--- config.mk ---
export PLATFORM = sky130hd
export DESIGN_NAME = periph_bus_decoder
export DESIGN_NICKNAME = d
export VERILOG_FILES = /design/src/rtl/periph_bus_pkg.sv /design/src/rtl/bus_wait_timer.sv /design/src/rtl/periph_bus_decoder.sv
export SDC_FILE = /design/constraint.sdc
export NUM_CORES = 1
export LEC_CHECK = 0
export BUFFER_PORTS_ARGS = -buffer_cell sky130_fd_sc_hd__buf_2
export CORE_AREA = 8 8 139 141
export CTS_CLUSTER_SIZE = 30
export DETAILED_ROUTE_END_ITERATION = 8
export DIE_AREA = 0 0 147 149
export GPL_TIMING_DRIVEN = 0
export MAX_ROUTING_LAYER = met4
export PLACE_DENSITY_LB_ADDON = 0.12
export SETUP_SLACK_MARGIN = 0.5
export SYNTH_ARGS = -nofsm -noshare
export SYNTH_HDL_FRONTEND = slang
export SYNTH_HIERARCHICAL = 1
export SYNTH_SLANG_ARGS = --single-unit
--- constraint.sdc ---
create_clock -name clock -period 11.4 [get_ports clock]
set_input_delay 2.28 -clock clock [delete_from_list [all_inputs] [get_ports clock]]
set_output_delay 2.28 -clock clock [all_outputs]
set_load 0.05 [all_outputs]
--- src/rtl/periph_bus_pkg.sv ---
// Purpose: shared types for the XT peripheral bus decoder (FSM states, decode target descriptor).
// Latency: n/a (types and constants only).
// Backpressure: n/a.
//
// Contents:
//   state_t        bus cycle FSM state (IDLE, WAIT, HOLD)
//   target_kind_t  which slave class claimed the cycle
//   target_t       kind plus slot/region index of the claiming slave
package periph_bus_pkg;

  // Wide enough for any sensible slot/region count; upper bits simply stay zero.
  localparam int TGT_IDX_W = 8;

  typedef enum logic [1:0] {
    IDLE,
    WAIT,
    HOLD
  } state_t;

  typedef enum logic [1:0] {
    TGT_NONE,
    TGT_INTA,
    TGT_IO,
    TGT_MEM
  } target_kind_t;

  typedef struct packed {
    target_kind_t           kind;
    logic [TGT_IDX_W-1:0]   index;
  } target_t;

  localparam target_t TARGET_NONE = '{kind: TGT_NONE, index: '0};

endpackage

--- src/rtl/bus_wait_timer.sv ---
// Purpose: per-cycle wait-state sequencer producing READY, plus the stuck-cycle timeout.
// Latency: READY drops the cycle after command start and stays low for exactly i_wait cycles.
// Backpressure: READY low is the backpressure to the bus master; release mid-wait aborts the cycle.
//
// Ports:
//   i_clock, i_reset_n        clock, synchronous active-low reset
//   i_cmd                     any bus strobe active
//   i_cmd_start               first cycle of a command (cmd rising)
//   i_wait                    wait states for the target claimed at command start
//   i_address                 bus address, captured when the timeout fires
//   o_ready                   registered READY
//   o_bus_timeout             one-cycle timeout pulse
//   o_timeout_address         address captured at the timeout
module bus_wait_timer
  import periph_bus_pkg::*;
#(
  parameter int ADDR_W      = 20,
  parameter int WAIT_W      = 3,
  parameter int TIMEOUT_CYC = 64
) (
  input  logic              i_clock,
  input  logic              i_reset_n,
  input  logic              i_cmd,
  input  logic              i_cmd_start,
  input  logic [WAIT_W-1:0] i_wait,
  input  logic [ADDR_W-1:0] i_address,
  output logic              o_ready,
  output logic              o_bus_timeout,
  output logic [ADDR_W-1:0] o_timeout_address
);

  // One extra count value so the counter can park past the fire point
  // and the pulse cannot repeat while the command stays stuck.
  localparam int TCNT_W = $clog2(TIMEOUT_CYC + 1);

  state_t              r_state;
  logic [WAIT_W-1:0]   r_cnt;
  logic [TCNT_W-1:0]   r_tcnt;
  logic                r_ready;
  logic                r_timeout;
  logic [ADDR_W-1:0]   r_taddr;

  logic w_tfire;
  assign w_tfire = (r_tcnt == TCNT_W'(TIMEOUT_CYC - 1));

  always_ff @(posedge i_clock) begin
    if (!i_reset_n) begin
      r_state   <= IDLE;
      r_cnt     <= '0;
      r_tcnt    <= '0;
      r_ready   <= 1'b1;
      r_timeout <= 1'b0;
      r_taddr   <= '0;
    end else begin
      r_timeout <= 1'b0;
      case (r_state)
        IDLE: begin
          r_ready <= 1'b1;
          r_tcnt  <= '0;
          if (i_cmd_start) begin
            if (i_wait != '0) begin
              r_state <= WAIT;
              r_cnt   <= i_wait;
              r_ready <= 1'b0;
            end else begin
              r_state <= HOLD;
            end
          end
        end
        WAIT: begin
          if (!i_cmd) begin
            // Master gave up mid-wait: abort and free the bus.
            r_state <= IDLE;
            r_ready <= 1'b1;
          end else if (w_tfire) begin
            r_timeout <= 1'b1;
            r_taddr   <= i_address;
            r_tcnt    <= TCNT_W'(TIMEOUT_CYC);
            r_ready   <= 1'b1;
            r_state   <= HOLD;
          end else begin
            if (r_tcnt < TCNT_W'(TIMEOUT_CYC)) r_tcnt <= r_tcnt + 1'b1;
            r_cnt <= r_cnt - WAIT_W'(1);
            if (r_cnt == WAIT_W'(1)) begin
              r_ready <= 1'b1;
              r_state <= HOLD;
            end
          end
        end
        HOLD: begin
          r_ready <= 1'b1;
          if (!i_cmd) begin
            r_state <= IDLE;
          end else if (w_tfire) begin
            r_timeout <= 1'b1;
            r_taddr   <= i_address;
            r_tcnt    <= TCNT_W'(TIMEOUT_CYC);
          end else if (r_tcnt < TCNT_W'(TIMEOUT_CYC)) begin
            r_tcnt <= r_tcnt + 1'b1;
          end
        end
        default: begin
          r_state <= IDLE;
          r_ready <= 1'b1;
        end
      endcase
    end
  end

  assign o_ready           = r_ready;
  assign o_bus_timeout     = r_timeout;
  assign o_timeout_address = r_taddr;

endmodule

--- src/rtl/periph_bus_decoder.sv ---
// Purpose: XT chipset bus decoder: I/O slot and memory region selects, read data mux, READY and timeout.
// Latency: selects combinational; read data and READY registered (1 cycle).
// Backpressure: per-target wait states hold READY low; unclaimed/stuck cycles end with a timeout pulse.
//
// Ports:
//   clock, reset_n                      clock, synchronous active-low reset
//   address, address_enable_n           bus address; AEN high suppresses I/O decode
//   io_read_n/io_write_n                I/O strobes
//   memory_read_n/memory_write_n        memory strobes
//   interrupt_acknowledge_n             INTA strobe
//   cfg_mem_base/mask/enable            per-region base, compare mask, enable
//   cfg_io_wait/cfg_mem_wait            wait states per slot / region
//   io_slot_data/mem_region_data        slave read data
//   inta_data                           interrupt vector
//   io_slot_select_n/mem_region_select_n  combinational selects
//   data_bus_out/_from_chipset          registered read data and its valid
//   ready, bus_timeout, timeout_address READY, timeout pulse, captured address
module periph_bus_decoder
  import periph_bus_pkg::*;
#(
  parameter int ADDR_W        = 20,
  parameter int DATA_W        = 8,
  parameter int IO_SPACE_BITS = 10,
  parameter int IO_SLOT_SHIFT = 5,
  parameter int N_IO          = 8,
  parameter int N_MEM         = 4,
  parameter int WAIT_W        = 3,
  parameter int TIMEOUT_CYC   = 64
) (
  input  logic                      clock,
  input  logic                      reset_n,
  input  logic [ADDR_W-1:0]         address,
  input  logic                      address_enable_n,
  input  logic                      io_read_n,
  input  logic                      io_write_n,
  input  logic                      memory_read_n,
  input  logic                      memory_write_n,
  input  logic                      interrupt_acknowledge_n,
  input  logic [N_MEM*ADDR_W-1:0]   cfg_mem_base,
  input  logic [N_MEM*ADDR_W-1:0]   cfg_mem_mask,
  input  logic [N_MEM-1:0]          cfg_mem_enable,
  input  logic [N_IO*WAIT_W-1:0]    cfg_io_wait,
  input  logic [N_MEM*WAIT_W-1:0]   cfg_mem_wait,
  input  logic [N_IO*DATA_W-1:0]    io_slot_data,
  input  logic [N_MEM*DATA_W-1:0]   mem_region_data,
  input  logic [DATA_W-1:0]         inta_data,
  output logic [N_IO-1:0]           io_slot_select_n,
  output logic [N_MEM-1:0]          mem_region_select_n,
  output logic [DATA_W-1:0]         data_bus_out,
  output logic                      data_bus_out_from_chipset,
  output logic                      ready,
  output logic                      bus_timeout,
  output logic [ADDR_W-1:0]         timeout_address
);

  localparam int SLOT_W = $clog2(N_IO);

  logic              w_io_strobe;
  logic              w_cmd;
  logic              w_cmd_start;
  logic              w_rd;
  logic              w_io_ok;
  logic [N_IO-1:0]   w_io_hit;
  logic [N_MEM-1:0]  w_mem_hit;
  target_t           w_tgt_now;
  target_t           w_tgt_act;
  logic [WAIT_W-1:0] w_wait;
  logic [DATA_W-1:0] w_mux;

  logic              r_cmd_q;
  target_t           r_tgt;
  logic [DATA_W-1:0] r_data;
  logic              r_from;

  assign w_io_strobe = ~io_read_n | ~io_write_n;
  assign w_cmd       = w_io_strobe | ~memory_read_n | ~memory_write_n | ~interrupt_acknowledge_n;
  assign w_cmd_start = w_cmd & ~r_cmd_q;
  assign w_rd        = ~io_read_n | ~memory_read_n | ~interrupt_acknowledge_n;

  // I/O decode: bits above the slot field inside the I/O space, and everything
  // above the I/O space, must be zero; AEN high means DMA owns the bus.
  assign w_io_ok = ~address_enable_n
                 && (address[IO_SPACE_BITS-1:IO_SLOT_SHIFT+SLOT_W] == '0)
                 && (address[ADDR_W-1:IO_SPACE_BITS] == '0);

  always_comb begin
    w_io_hit = '0;
    for (int k = 0; k < N_IO; k++) begin
      w_io_hit[k] = w_io_ok && (address[IO_SLOT_SHIFT +: SLOT_W] == SLOT_W'(k));
    end
  end

  always_comb begin
    w_mem_hit = '0;
    for (int i = 0; i < N_MEM; i++) begin
      w_mem_hit[i] = cfg_mem_enable[i]
                  && (((address ^ cfg_mem_base[i*ADDR_W +: ADDR_W])
                       & cfg_mem_mask[i*ADDR_W +: ADDR_W]) == '0);
    end
  end

  assign io_slot_select_n    = ~w_io_hit;
  assign mem_region_select_n = ~w_mem_hit;

  // Claiming target. An I/O strobe makes it an I/O cycle even when a memory
  // strobe is also low, so an undecoded I/O address is unclaimed rather than
  // falling through to a memory region. Descending loop: lowest region wins.
  always_comb begin
    w_tgt_now = TARGET_NONE;
    if (!interrupt_acknowledge_n) begin
      w_tgt_now.kind = TGT_INTA;
    end else if (w_io_strobe) begin
      for (int k = 0; k < N_IO; k++) begin
        if (w_io_hit[k]) begin
          w_tgt_now.kind  = TGT_IO;
          w_tgt_now.index = TGT_IDX_W'(k);
        end
      end
    end else begin
      for (int i = N_MEM - 1; i >= 0; i--) begin
        if (w_mem_hit[i]) begin
          w_tgt_now.kind  = TGT_MEM;
          w_tgt_now.index = TGT_IDX_W'(i);
        end
      end
    end
  end

  // Within a command the target is frozen; on its first cycle the latch is
  // not yet loaded so the live decode is used.
  assign w_tgt_act = r_cmd_q ? r_tgt : w_tgt_now;

  always_comb begin
    w_wait = '0;
    case (w_tgt_now.kind)
      TGT_IO: begin
        for (int k = 0; k < N_IO; k++) begin
          if (w_tgt_now.index == TGT_IDX_W'(k)) w_wait = cfg_io_wait[k*WAIT_W +: WAIT_W];
        end
      end
      TGT_MEM: begin
        for (int i = 0; i < N_MEM; i++) begin
          if (w_tgt_now.index == TGT_IDX_W'(i)) w_wait = cfg_mem_wait[i*WAIT_W +: WAIT_W];
        end
      end
      default: w_wait = '0;
    endcase
  end

  always_comb begin
    w_mux = '0;
    case (w_tgt_act.kind)
      TGT_INTA: w_mux = inta_data;
      TGT_IO: begin
        for (int k = 0; k < N_IO; k++) begin
          if (w_tgt_act.index == TGT_IDX_W'(k)) w_mux = io_slot_data[k*DATA_W +: DATA_W];
        end
      end
      TGT_MEM: begin
        for (int i = 0; i < N_MEM; i++) begin
          if (w_tgt_act.index == TGT_IDX_W'(i)) w_mux = mem_region_data[i*DATA_W +: DATA_W];
        end
      end
      default: w_mux = '0;
    endcase
  end

  always_ff @(posedge clock) begin
    if (!reset_n) begin
      r_cmd_q <= 1'b0;
      r_tgt   <= TARGET_NONE;
      r_data  <= '0;
      r_from  <= 1'b0;
    end else begin
      r_cmd_q <= w_cmd;
      if (w_cmd_start) r_tgt <= w_tgt_now;
      if (w_rd && (w_tgt_act.kind != TGT_NONE)) begin
        r_data <= w_mux;
        r_from <= 1'b1;
      end else begin
        r_data <= '0;
        r_from <= 1'b0;
      end
    end
  end

  assign data_bus_out              = r_data;
  assign data_bus_out_from_chipset = r_from;

  bus_wait_timer #(
    .ADDR_W      (ADDR_W),
    .WAIT_W      (WAIT_W),
    .TIMEOUT_CYC (TIMEOUT_CYC)
  ) u_timer (
    .i_clock           (clock),
    .i_reset_n         (reset_n),
    .i_cmd             (w_cmd),
    .i_cmd_start       (w_cmd_start),
    .i_wait            (w_wait),
    .i_address         (address),
    .o_ready           (ready),
    .o_bus_timeout     (bus_timeout),
    .o_timeout_address (timeout_address)
  );

endmodule

# == Word level (Yosys, flattened, before mapping) ==
# Index checks and enable logic that the tools add are counted.
# word_totals
register_bits,54
latchBits,0
ram_bits,0
mem_bits_ro,0
out_inout_bits,43
wordCells,178
memories,0
# classes
addsub,2
n_mul,0
n_div,0
n_lt_le_gt_ge,1
n_eq_ne,38
n_shift,0
mux,66
n_bitwise,24
reduce_logical,36
# op_table
cell,n
10-bit two-way mux,14
8-bit two-way mux,13
20-bit AND,4
20-bit zero test,4
20-bit bitwise XOR,4
8-bit by 3-bit equality test with 1-bit output (second input constant),8
3-bit two-way mux,16
8-bit by 2-bit equality test with 1-bit output (second input constant),4
8-bit case mux with 3 select lines,1
7-bit two-way mux,3
8-bit by 1-bit equality test with 1-bit output (second input constant),2
8-bit zero test,2
1-bit logical AND,15
2-bit two-way mux,7
7-bit case mux with 2 select lines,1
3-bit equality test (second input constant),4
3-bit case mux with 2 select lines,2
3-bit AND reduction,4
2-bit equality test (second input constant),5
10-bit zero test,1
2-bit by 1-bit != test with 1-bit output (second input constant),4
8-bit NOT,1
7-bit by 1-bit adder with 7-bit output (second input constant),1
7-bit by 6-bit equality test with 1-bit output (second input constant),1
other kinds (22),46

# == Longest topological paths before layout ==
# Gate-level depths: netlist of run 1.
# logic_depth
depth_word,28
depth_mapped,17

# == Modules after synthesis ==
# Netlist of run 1, hierarchy kept.
# modules_own_cells
module,n_inst,cells_each,area_per_inst_um2
periph_bus_decoder,1,439,3340.7
bus_wait_timer,1,164,1671.6

# == Worst setup path before layout of run 1 ==
# Ideal clock, no wire load.
# synth_timing
path_kind,input -> register
from,input port address[19]
to,register u_timer.r_cnt[1]
setup_time_ns,0.116
arrival_ns,5.829
required_ns,11.284
path_slack_ns,5.455
stages,16
path_buffers,3
path_cell_list,buf_2 > xor2_1 > a222oi_1 > nand3_1 > or3_1 > clkbuf_1 > o2111ai_1 > o21ai_2 > clkbuf_1 > a211oi_1 > a21oi_1 > o21ai_0 > nor4b_1 > or3_4 > or3_1 > and3_1
# synth_via
elab_chain_cells,25
word_cells_on_any_way,70
classes_between,10 x eq/ne; 31 x mux; 8 x bitwise; 21 x reduce/logical
# synth_rtl
item,line_no,rtl
from (decl),periph_bus_decoder.sv:32,"input logic [ADDR_W-1:0] address,"
10-bit zero test,periph_bus_decoder.sv:84,&& (address[ADDR_W-1:IO_SPACE_BITS] == '0);
1-bit logical AND,periph_bus_decoder.sv:84,
1-bit logical AND,periph_bus_decoder.sv:89,w_io_hit[k] = w_io_ok && (address[IO_SLOT_SHIFT +: SLOT_W] == SLOT_W'(k));
10-bit two-way mux (7 in series),periph_bus_decoder.sv:114,if (w_io_hit[k]) begin
10-bit two-way mux (*),periph_bus_decoder.sv:112,end else if (w_io_strobe) begin
8-bit two-way mux,periph_bus_decoder.sv:110,if (!interrupt_acknowledge_n) begin
8-bit zero test,"periph_bus_decoder.sv:138, periph_bus_decoder.sv:143",
3-bit two-way mux (8 in series),periph_bus_decoder.sv:138,if (w_tgt_now.index == TGT_IDX_W'(k)) w_wait = cfg_io_wait[k*WAIT_W +: WAIT_W];
3-bit case mux with 2 select lines (*),periph_bus_decoder.sv:135,case (w_tgt_now.kind)
net w_wait[2],periph_bus_decoder.sv:67,logic [WAIT_W-1:0] w_wait;
3-bit nonzero test (*),bus_wait_timer.sv:61,if (i_wait != '0) begin
2-bit by 1-bit != test with 1-bit output (no line) (*),n/a,
5-bit AND reduction (no line) (*),n/a,
to (signal assigned),bus_wait_timer.sv:63,r_cnt <= i_wait;
to (signal assigned),bus_wait_timer.sv:83,r_cnt <= r_cnt - WAIT_W'(1);
to (decl),bus_wait_timer.sv:37,logic [WAIT_W-1:0] r_cnt;
# The timed path passes the listed nets; every way through them passes the cells marked *. The select of a mux whose other input is x is not followed.
# A chain may end at the register's enable or synchronous reset.

# == Worst setup path after layout of run 1 ==
# layout_timing
from,input port address[10]
to,output port io_slot_select_n[7]
# layout_via
elab_chain_cells,4
# layout_rtl
item,line_no,rtl
10-bit zero test,periph_bus_decoder.sv:84,
1-bit logical AND,periph_bus_decoder.sv:84,
1-bit logical AND,periph_bus_decoder.sv:89,
8-bit NOT,periph_bus_decoder.sv:102,assign io_slot_select_n = ~w_io_hit;
to (decl),periph_bus_decoder.sv:47,"output logic [N_IO-1:0] io_slot_select_n,"
# Every way passes these cells.

==> summary.txt, run 1 <==
Flow run
  • Max cap viols: 0

Drt
  • Final WL: between 20 and 30 mm
  • Drt pass-1 iters: 7
  • Via Count: ~6k
  • DR WL/cell: roughly 21 um
  • Post-route DRC: 0
  • Routed vias/inst: approximately 4.9
  • Initial DRC Count: 380
  • Final ANT Viol Nets: 0

Yosys
  • Most used flip-flop cell after synthesis: dfxtp_1
  • Synth top area share: 0.196
  • Async SR Flop Fraction: 0
  • Syn_area_per_cell: ~8.3 um^2
  • Largest area contributor in the netlist: dfxtp_1
  • Sequential area share after synthesis: 0.196
  • Top cells by count, synth: 80 x xor2_1, 56 x mux2i_1, 49 x dfxtp_1
  • Yosys warns: 6
  • Count leader, synth: xor2_1
  • Post-synth EDFFs: 0
  • Netlist cell types: 73
  • Flops & latches, synth: approximately 50
  • Mapped Area: about 0.005 mm^2
  • Synth Instances: about 600
  • Mapped Nets: about 940
  • Area contributors post-synth: dfxtp_1 20%, xor2_1 14%, mux2i_1 11%

Setup path
  • Delay of the slowest critical-path stage: 0.72 ns
  • R2r setup slk: about 8.5 ns
  • Worst-path fanout max: 5
  • Reg-to-Reg End: data_bus_out[3]$_SDFF_PN0_
  • FF-to-FF Start: r_cmd_q$_SDFF_PN0_
  • Launch point of the worst path: address[10]
  • Startpoint Class: primary input
  • FF-to-FF path depth: 10
  • Required @ worst endpoint: slightly above 9 ns
  • Most used cell, CP: buf_2
  • Worst path cell trace: buf_2, clkbuf_1, nor4_1, nand2_1, nor3_1, nand3_1, buf_2
  • Crit path DAT: 4.30 ns
  • CP endpoint kind: output pin
  • Critical path's slowest cell: nor3_1
  • Worst Setup EP: io_slot_select_n[7]
  • Setup CP Type: primary input to output pin

Floorplan
  • Starting density of the core: 0.294
  • CORE AREA: around 0.017 mm^2
  • FP Rows: 48
  • Die Y: 149 um
  • Die footprint: between 0.02 and 0.025 mm^2
  • IO Pins: approximately 380
  • Die width: between 100 and 150 um

Final layout
  • Nets: around 1.3k
  • Area of the multi-input gates: 0.00375 mm^2
  • Filler instances: 1855
  • Layout Area Growth over Synthesis: 46.8%
  • Reg area: roughly 1000 um^2
  • Design Area, Final: roughly 0.0074 mm^2
  • Layout cells sized above 1: 0.443
  • Finished Layout Cells: approximately 1.2k

Place
  • GPL Wtd Cong: ~0.94
  • PortBufs: ~370
  • Post-DP HPWL: ~23 mm
  • Placement Cell Area: around 0.0072 mm^2
  • Placed cells: approximately 1.2k
  • Setup slack at placement: between 4 and 5 ns

Clock network
  • PostCTS Resize Cnt: 0
  • Number of CTS-inserted buffers: 5
  • CTS max path bufs: 2
  • CTS tree: yes
  • Post-CTS setup buffer count: 0
  • Post-CTS Hold Buffers: 0
  • Clk_lat worst skew: roughly 0.30 ns
  • Root buf cell: clkbuf_16
  • Reg clk slew, reported paths: 0.07 ns
  • Number of H-tree levels: 2
  • Sinks on Clock Net: 49

STA
  • Final setup fails: 0
  • Final Hold Viols: 0
  • Final worst slack: just under 5 ns
  • Post-layout min period: about 6.6 ns
  • Slew headroom: 0.358
  • Slew Viols, Final: 0
  • Setup TNS: 0 ns
  • RSZ-0062 raised after global routing: false
  • Setup Skew: between 0.007 and 0.008 ns
  • Final period utilization: 0.577
  • Worst-margin pin slew: 0.957 ns
  • Fmax: 0.152 GHz

GRT
  • Global-route wire length before repair: between 30 and 40 mm
  • Number of global-route vias before repair: a little over 6k
  • Initial antenna violation count: 7
  • GRT overflow: 0
  • Gr usage total: 0.231
  • Largest net degree at the start of global routing: 18

Pwr
  • P per Cell Area: between 70 and 80 mW/mm^2
  • Static Leak: between 3 and 4 nW
  • Worst VDD drop: around 0.053 mV
  • Total power: 537 uW

Status
  • Status: finished, final reports clean

Worst hold path
  • Min-Delay Path Class: flop to flop
-- power breakdown --
part,switching [mW],total (mW),internal (mW)
clock network,0.0701,0.176,0.106
logic,0.0923,0.184,0.0915
registers,0.00216,0.177,0.175
-- cells by family (layout without fill, tap and decap cells) --
| family | after synthesis | in the layout | share of synthesized area |
|---|---|---|---|
| and+or+nand+nor | 185 | 185 | 0.207 |
| AOI/OAI and AO/OA | 155 | 155 | 0.236 |
| xor gates and xnor gates | 80 | 80 | 0.140 |
| muxes | 71 | 71 | 0.146 |
| buffers and inverters | 55 | 437 | 0.0562 |
| DFF | 49 | 49 | 0.196 |
| adders and majority gates | 8 | 8 | 0.0200 |
| other | 0 | 7 | 0 |
-- routing by layer --
metal / wire, um / vias to the layer above / part of all wire / global-route usage
met4: 579 / 0 / 0.022 / 0.0796
met3: 1650 / 25 / 0.063 / 0.0455
met1: 10200 / 2742 / 0.39 / 0.257
met2: 13600 / 238 / 0.52 / 0.408
li1: - / 2985 / - / -
met5: 0 / - / 0 / -
-- state kept, by name, summed over array words and instances, names as in the netlist, 2 cells and up --
register,count
data_bus_out,8
r_tgt,5
u_timer/o_timeout_address,20
u_timer/r_cnt,3
u_timer/r_state,2
u_timer/r_tcnt,7
-- metrics by stage --
step / utilization / hold WS (ns)
finish: 0.431 / 0.479
global route: 0.431 / 0.527
CTS: 0.430 / 0.481
detailed placement: 0.420 / 0.460
global placement: 0.420 / 0.460
floorplan: - / 0.478
-- cell usage in the layout (no fill, tap or decap), types with 18 or more instances in the layout --
cell type	instances
nand2_1	47
mux2i_1	56
clkbuf_1	18
dfxtp_1	49
nand3_1	21
a22oi_1	34
buf_2	385
xor2_1	80
nor2b_1	37
nor2_1	18
-- how the worst min path moves through the flow --
stage                            startpoint                            to  slack, ns  cells after the start
6_report       u_timer/o_ready$_SDFFE_PN1P_  u_timer/o_ready$_SDFFE_PN1P_       0.48                      2
4_1_cts        u_timer/o_ready$_SDFFE_PN1P_  u_timer/o_ready$_SDFFE_PN1P_       0.48                      2
5_1_grt        u_timer/o_ready$_SDFFE_PN1P_  u_timer/o_ready$_SDFFE_PN1P_       0.53                      2
3_5_place_dp   u_timer/o_ready$_SDFFE_PN1P_  u_timer/o_ready$_SDFFE_PN1P_       0.46                      2
3_3_place_gp   u_timer/o_ready$_SDFFE_PN1P_  u_timer/o_ready$_SDFFE_PN1P_       0.46                      2
2_1_floorplan         r_tgt[0]$_SDFFE_PN0P_         r_tgt[0]$_SDFFE_PN0P_       0.48                      2
-- critical path, delay by kind of cell --
kind          cells  cell delay [ns]
simple gates      4             1.43
buf+inv           3             0.59
-- area by class of cell --
class,count,share of cell area
Inverter,16,0.00816
Multi-Input combinational cell,499,0.510
Antenna cell,7,0.00238
Buffer,39,0.0301
Timing Repair Buffer,374,0.254
Clock buffer,5,0.0170
Sequential cell,49,0.133
Clock inverter,3,0.00680
Tap cell,225,0.0383
(Power assumes the default switching activity.)
==> run 2, diff against run 1 <==
--- a/config.mk
+++ b/config.mk
@@ -5,6 +5,7 @@
 export SDC_FILE = /design/constraint.sdc
 export NUM_CORES = 1
 export LEC_CHECK = 0
+export ABC_AREA = 1
 export BUFFER_PORTS_ARGS = -buffer_cell sky130_fd_sc_hd__buf_2
 export CORE_AREA = 8 8 139 141
 export CTS_CLUSTER_SIZE = 30
==> constraint.sdc (replaced) <==
create_clock -name clock -period 6.66 [get_ports clock]
set_input_delay 1.332 -clock clock [delete_from_list [all_inputs] [get_ports clock]]
set_output_delay 1.332 -clock clock [all_outputs]
set_load 0.05 [all_outputs]
==> run 2 against run 1 <==
Effect of this change:
- non-clock buffer count fell by 7
- clock-buffer cell count increased by 1
- hold slack worse by 0.020 ns
- critical path type is now primary input to flop
- synthesized area rose by 16%
- combinational power grew to 2.9 times the previous value
- highest routed layer unchanged
- synthesized cell count rose by 79%
==> summary.txt, run 2 <==
STA
  • Final period utilization: 0.648
  • Slew headroom: 0.655
  • Setup TNS: 0 ns
  • Fmax: 0.232 GHz
  • Final setup fails: 0
  • Post-layout min period: about 4.3 ns
  • Final worst slack: around 2.3 ns
  • RSZ-0062 raised after global routing: false
  • Worst-margin pin slew: 0.518 ns
  • WHS: between 0.4 and 0.5 ns
  • Slew Viols, Final: 0
  • Final Hold Viols: 0
  • Setup Skew: roughly 0.0042 ns

Final layout
  • Nets: 1798
  • Layout Area Growth over Synthesis: 39.7%
  • Filler instances: approximately 1.9k
  • Commonest cells after routing, fill and taps aside: 383 x buf_2, 350 x nand2_1, 152 x nor2_1
  • Largest register FFs: 20
  • Area of the multi-input gates: approximately 0.0040 mm^2
  • Layout cells sized above 1: 0.317
  • Finished Layout Cells: around 1.7k
  • Commonest non-fill, non-tap cell in the layout: buf_2
  • Reg area: just under 0.001 mm^2

Place
  • Placed cells: around 1.7k
  • Setup slack at placement: 2.07 ns
  • GPL Wtd Cong: about 0.95
  • Post-DP HPWL: 24.0 mm
  • PortBufs: around 370

Setup path
  • Delay of the slowest critical-path stage: roughly 0.26 ns
  • FF-to-FF Start: r_cmd_q$_SDFF_PN0_
  • Setup CP Type: primary input to flop
  • Required @ worst endpoint: 6.85 ns
  • Reg-to-Reg End: data_bus_out[2]$_SDFF_PN0_
  • Worst path bufs/invs: 3
  • Most used cell, CP: nand2_1
  • R2r setup slk: approximately 4.5 ns
  • Worst path top cell family by delay: simple AND/OR/NAND/NOR gates
  • Crit path DAT: roughly 4.5 ns
  • Worst-path fanout max: 10
  • Critical path's slowest cell: nor2_1
  • FF-to-FF path depth: 12
  • CP endpoint kind: flop
  • Startpoint Class: primary input

Floorplan
  • Die footprint: between 0.02 and 0.025 mm^2
  • Starting density of the core: 0.341
  • Die width: 147 um
  • Die Y: about 150 um
  • IO Pins: 375
  • FP Rows: 48
  • CORE AREA: approximately 0.017 mm^2

Clock network
  • Post-CTS Hold Buffers: 0
  • CTS tree: yes
  • Clk_lat worst skew: ~0.29 ns
  • PostCTS Resize Cnt: 0
  • Number of H-tree levels: 2
  • Post-CTS setup buffer count: 0
  • Reg clk slew, reported paths: about 0.070 ns
  • CTS max path bufs: 2
  • Number of CTS-inserted buffers: 5
  • Root buf cell: clkbuf_16
  • Sinks on Clock Net: between 40 and 50

Flow run
  • Max cap viols: 0

Yosys
  • Netlist cell types: between 40 and 50
  • Most used flip-flop cell after synthesis: dfxtp_1
  • Mapped Area: approximately 0.0058 mm^2
  • Area contributors post-synth: nand2_1 23%, dfxtp_1 17%, nor2_1 9.8%
  • Post-synth EDFFs: 0
  • Syn_area_per_cell: between 5 and 6 um^2
  • Sequential area share after synthesis: 0.169
  • Count leader, synth: nand2_1
  • Mapped Nets: around 1.4k
  • Top cells by count, synth: 350 x nand2_1, 152 x nor2_1, 133 x inv_1
  • Yosys warns: 6
  • Async SR Flop Fraction: 0
  • Synth Instances: about 1.1k
  • Flops & latches, synth: slightly below 50
  • Largest area contributor in the netlist: nand2_1
  • Synth top area share: 0.226

Worst hold path
  • Hold path startpoint: u_timer/o_timeout_address[5]$_SDFFE_PN0P_
  • Min-Delay Path Class: flop to flop
  • Hold EP: u_timer/o_timeout_address[5]$_SDFFE_PN0P_
  • Worst Hold Depth: 2

GRT
  • GRT overflow: 0
  • Global-route wire length before repair: about 42 mm
  • Number of global-route vias before repair: 7681
  • Gr usage total: 0.248
  • Initial antenna violation count: 7
  • Largest net degree at the start of global routing: 15

Drt
  • Final WL: 27.6 mm
  • Final ANT Viol Nets: 0
  • Initial DRC Count: between 400 and 500
  • Routed vias/inst: between 4 and 5
  • Post-route DRC: 0
  • Drt pass-1 iters: 5
  • DR WL/cell: 16.3 um
  • Via Count: between 7k and 8k

Pwr
  • Sw Share: 0.408
  • Reg power frac: 0.298
  • Pint: between 600 and 700 uW
  • Clk network pwr share: 0.224
  • Worst VDD drop: about 0.10 mV
  • P per Cell Area: 138 mW/mm^2
  • Sw power: about 460 uW
  • Comb pwr share: 0.477
  • Static Leak: between 4 and 5 nW

Status
  • Status: finished, final reports clean
## run 2: worst max-delay path by stage
stage                           start                            end  slack [ns]  depth (start not counted)
after floorplan           address[12]  u_timer/r_cnt[0]$_SDFFE_PN0P_        2.49                         24
after global placement     address[6]  u_timer/r_cnt[2]$_SDFFE_PN0P_        2.09                         25
after detailed placement   address[6]  u_timer/r_cnt[2]$_SDFFE_PN0P_        2.07                         25
after CTS                  address[6]  u_timer/r_cnt[2]$_SDFFE_PN0P_        2.37                         25
after global routing       address[4]  u_timer/r_cnt[2]$_SDFFE_PN0P_        1.96                         25
final                      address[6]  u_timer/r_cnt[2]$_SDFFE_PN0P_        2.34                         25
## run 2: area by class of cell
cell class,count,share of cell area
antenna,8,0.00246
buffer,33,0.0297
clock buffer,6,0.0159
sequential,49,0.121
inverter,148,0.0692
tap,225,0.0347
clock inverter,2,0.00123
multi-input combinational,848,0.496
timing repair buffer,373,0.230
## run 2: power by group through the flow
stage | Combinational, mW | Sequential (mW) | Clock, mW
2_1_floorplan | 0.318 | 0.351 | 0
3_3_place_gp | 0.528 | 0.340 | 0
3_5_place_dp | 0.534 | 0.340 | 0
4_1_cts | 0.536 | 0.334 | 0.257
5_1_grt | 0.612 | 0.338 | 0.269
6_report | 0.535 | 0.334 | 0.252
## run 2: tightest hold or removal path: stages (launching register included)
cell and delay [ns]:
dfxtp_1 0.31, nand2_1 0.06, a21oi_1 0.05
## run 2: metal layers
layer	vias to the layer above	global-route usage	share of wire
li1	4210	-	-
met1	3457	0.286	0.42
met2	285	0.424	0.49
met3	32	0.0616	0.074
met4	0	0.0643	0.019
met5	-	-	0
## run 2: cells by family (layout without fill, tap and decap cells)
| group | count (synthesis) | in the layout | synth area share |
|---|---|---|---|
| and+or+nand+nor | 730 | 730 | 0.575 |
| AOI/OAI and AO/OA | 109 | 109 | 0.0994 |
| DFF | 49 | 49 | 0.169 |
| other | 0 | 8 | 0 |
| buffers and inverters | 181 | 562 | 0.138 |
| xor gates and xnor gates | 1 | 1 | 0.00151 |
| adders and majority gates | 8 | 8 | 0.0172 |
## run 2: per-stage QoR
step	total power [mW]	cell area [um^2]	util
floorplan	0.669	5820	-
global placement	0.868	7970	0.467
detailed placement	0.874	7970	0.467
CTS	1.13	8100	0.475
global route	1.22	8120	0.476
finish	1.12	8120	0.476
==> run 3, diff against run 2 <==
--- a/config.mk
+++ b/config.mk
@@ -5,12 +5,12 @@
 export SDC_FILE = /design/constraint.sdc
 export NUM_CORES = 1
 export LEC_CHECK = 0
-export ABC_AREA = 1
+export ABC_AREA = 0
 export BUFFER_PORTS_ARGS = -buffer_cell sky130_fd_sc_hd__buf_2
-export CORE_AREA = 8 8 139 141
+export CORE_AREA = 8 8 140 142
 export CTS_CLUSTER_SIZE = 30
 export DETAILED_ROUTE_END_ITERATION = 8
-export DIE_AREA = 0 0 147 149
+export DIE_AREA = 0 0 148 150
 export GPL_TIMING_DRIVEN = 0
 export MAX_ROUTING_LAYER = met4
 export PLACE_DENSITY_LB_ADDON = 0.12
==> constraint.sdc (replaced) <==
create_clock -name clock -period 4.24 [get_ports clock]
set_input_delay 0.848 -clock clock [delete_from_list [all_inputs] [get_ports clock]]
set_output_delay 0.848 -clock clock [all_outputs]
set_load 0.05 [all_outputs]
==> run 3 against run 2 <==
Effect of this change:
- routed wire length shrank 9.0%
- first-iteration DRC count shrank 31%
- clock skew grew 0.0033 ns
- clock power grew 75%
- final cell count shrank 26%
- sequential power grew 43%
- cell area shrank 2.1%
- critical path depth shrank 6
- die area grew 1.4%
- clock-buffer cell count shrank 1
- via count shrank 23%
- setup slack lost 2.2 ns
- largest cell class unchanged
==> summary.txt, run 3 (same netlist as run 1, synthesis figures left out) <==
Status
  • Status: finished, final reports clean

Clock network
  • Reg clk slew, reported paths: 0.08 ns
  • Number of H-tree levels: 2
  • CTS max path bufs: 2
  • Number of CTS-inserted buffers: 5
  • Root buf cell: clkbuf_16
  • Post-CTS Hold Buffers: 0
  • Clk_lat worst skew: between 0.3 and 0.4 ns
  • CTS tree: yes
  • Sinks on Clock Net: approximately 50

Floorplan
  • CORE AREA: between 0.015 and 0.02 mm^2
  • Starting density of the core: 0.286
  • Die Y: roughly 150 um
  • Die footprint: roughly 0.022 mm^2
  • Die width: roughly 150 um
  • IO Pins: between 300 and 400
  • FP Rows: between 40 and 50

Setup path
  • Required @ worst endpoint: around 4.4 ns
  • Crit path DAT: about 4.3 ns
  • CP endpoint kind: flop
  • Startpoint Class: primary input
  • Setup CP Type: primary input to flop
  • Worst-path fanout max: 5

STA
  • Slew Viols, Final: 0
  • Fmax: 0.247 GHz
  • Post-layout min period: ~4 ns
  • Final setup fails: 0
  • Worst-margin pin slew: 0.870 ns
  • RSZ-0062 raised after global routing: true
  • Setup TNS: 0 ns
  • Final worst slack: approximately 0.19 ns
  • Final Hold Viols: 0
  • WHS: 0.497 ns
  • Final period utilization: 0.956
  • Setup Skew: ~0.0075 ns
  • Slew headroom: 0.416

Pwr
  • Total power: 1.45 mW
  • Static Leak: ~3.8 nW
  • Worst VDD drop: approximately 0.15 mV
  • P per Cell Area: between 150 and 200 mW/mm^2

Drt
  • Final WL: 25.2 mm
  • DR WL/cell: 20.2 um
  • Via Count: between 6k and 7k
  • Post-route DRC: 0
  • Drt pass-1 iters: 5
  • Initial DRC Count: a little over 300
  • Routed vias/inst: approximately 5.0
  • Final ANT Viol Nets: 0

Place
  • PortBufs: 374
  • GPL Wtd Cong: just under 0.9
  • Post-DP HPWL: roughly 21 mm
  • Setup slack at placement: -0.598 ns

Final layout
  • Final Util: 0.453
  • # diodes: 0
  • Largest register FFs: 20
  • Nets: between 1k and 1.5k
  • Commonest non-fill, non-tap cell in the layout: buf_2
  • Commonest cells after routing, fill and taps aside: 377 x buf_2, 79 x xor2_1, 56 x mux2i_1
  • Layout cells sized above 1: 0.495
  • Layout Area Growth over Synthesis: 58.6%

GRT
  • Number of global-route vias before repair: between 6k and 7k
  • Global-route wire length before repair: ~36 mm
  • Gr usage total: 0.216
  • GRT overflow: 0
  • Largest net degree at the start of global routing: 19
  • Initial antenna violation count: 0

Worst hold path
  • Min-Delay Path Class: flop to flop

Flow run
  • Max cap viols: 0
run 3: cell types whose count changed in the layout (fill, tap and decap cells not counted), sizes merged, moves of 56 or more:
| cell | before | now |
|---|---|---|
| inv | 147 | 18 |
| mux2i | 0 | 56 |
| nand2 | 361 | 49 |
| nand3 | 104 | 21 |
| nor2 | 163 | 18 |
| xor2 | 0 | 80 |
run 3: timing repair:
| item | 4_1_cts | 5_1_grt |
|---|---|---|
| gates resized for setup | 32 | 43 |
| endpoints found under the setup margin | 8 | 19 |
| pin swaps | 15 | 27 |
| setup buffers | 15 | 16 |
| gates cloned | 1 | 0 |
run 3: cell type report:
class | count | area (um^2)
Fill cell | 1882 | 9580
Multi-Input combinational cell | 499 | 3940
Timing Repair Buffer | 406 | 2170
Sequential cell | 49 | 981
Buffer | 39 | 360
Tap cell | 229 | 287
Clock buffer | 5 | 125
Inverter | 16 | 60.1
Clock inverter | 3 | 28.8
run 3: path summary, 6_finish.rpt:
| path | start | end | slack, ns | cells past startpoint |
|---|---|---|---|---|
| worst min-delay path | u_timer/o_ready$_SDFFE_PN1P_ | u_timer/o_ready$_SDFFE_PN1P_ | 0.50 | 2 |
| worst min register to register | u_timer/o_ready$_SDFFE_PN1P_ | u_timer/o_ready$_SDFFE_PN1P_ | 0.50 | 2 |
| worst max register to register | r_cmd_q$_SDFF_PN0_ | data_bus_out[0]$_SDFF_PN0_ | 1.43 | 10 |
| worst max-delay path | address[13] | u_timer/r_cnt[1]$_SDFFE_PN0P_ | 0.19 | 19 |
run 3: worst max-delay path, stage by stage:
cell and delay (ns):
buf_2 0.10, clkbuf_4 0.18, xor2_1 0.16, a222oi_1 0.33, nand3_1 0.21, nor3_4 0.34
inv_2 0.10, a21boi_4 0.18, o21ai_4 0.10, buf_6 0.14, buf_4 0.13, mux2i_1 0.12
nand2_1 0.07, o211ai_1 0.10, nand2_2 0.13, nor4b_4 0.06, or3_4 0.42, or3_1 0.37
and3_1 0.16
run 3: power breakdown:
part / total [mW] / switching (mW) / internal, mW / leakage (nW)
sequential: 0.477 / 0.00617 / 0.471 / 0.397
combinational: 0.534 / 0.261 / 0.273 / 3.34
clock: 0.440 / 0.213 / 0.227 / 0.0763
run 3: stage by stage:
step	area [um^2]	instances
4_1_cts	7670	1230
6_report	7950	1246
3_5_place_dp	7260	1206
2_1_floorplan	5100	603
3_3_place_gp	7260	1206
5_1_grt	7950	1246
run 3: layer usage:
metal	global-route usage	vias to the layer above	routed length (um)
li1	-	3049	-
met1	0.264	2925	10900
met2	0.364	186	12500
met3	0.0387	26	1400
met4	0.0484	0	367
met5	-	-	0
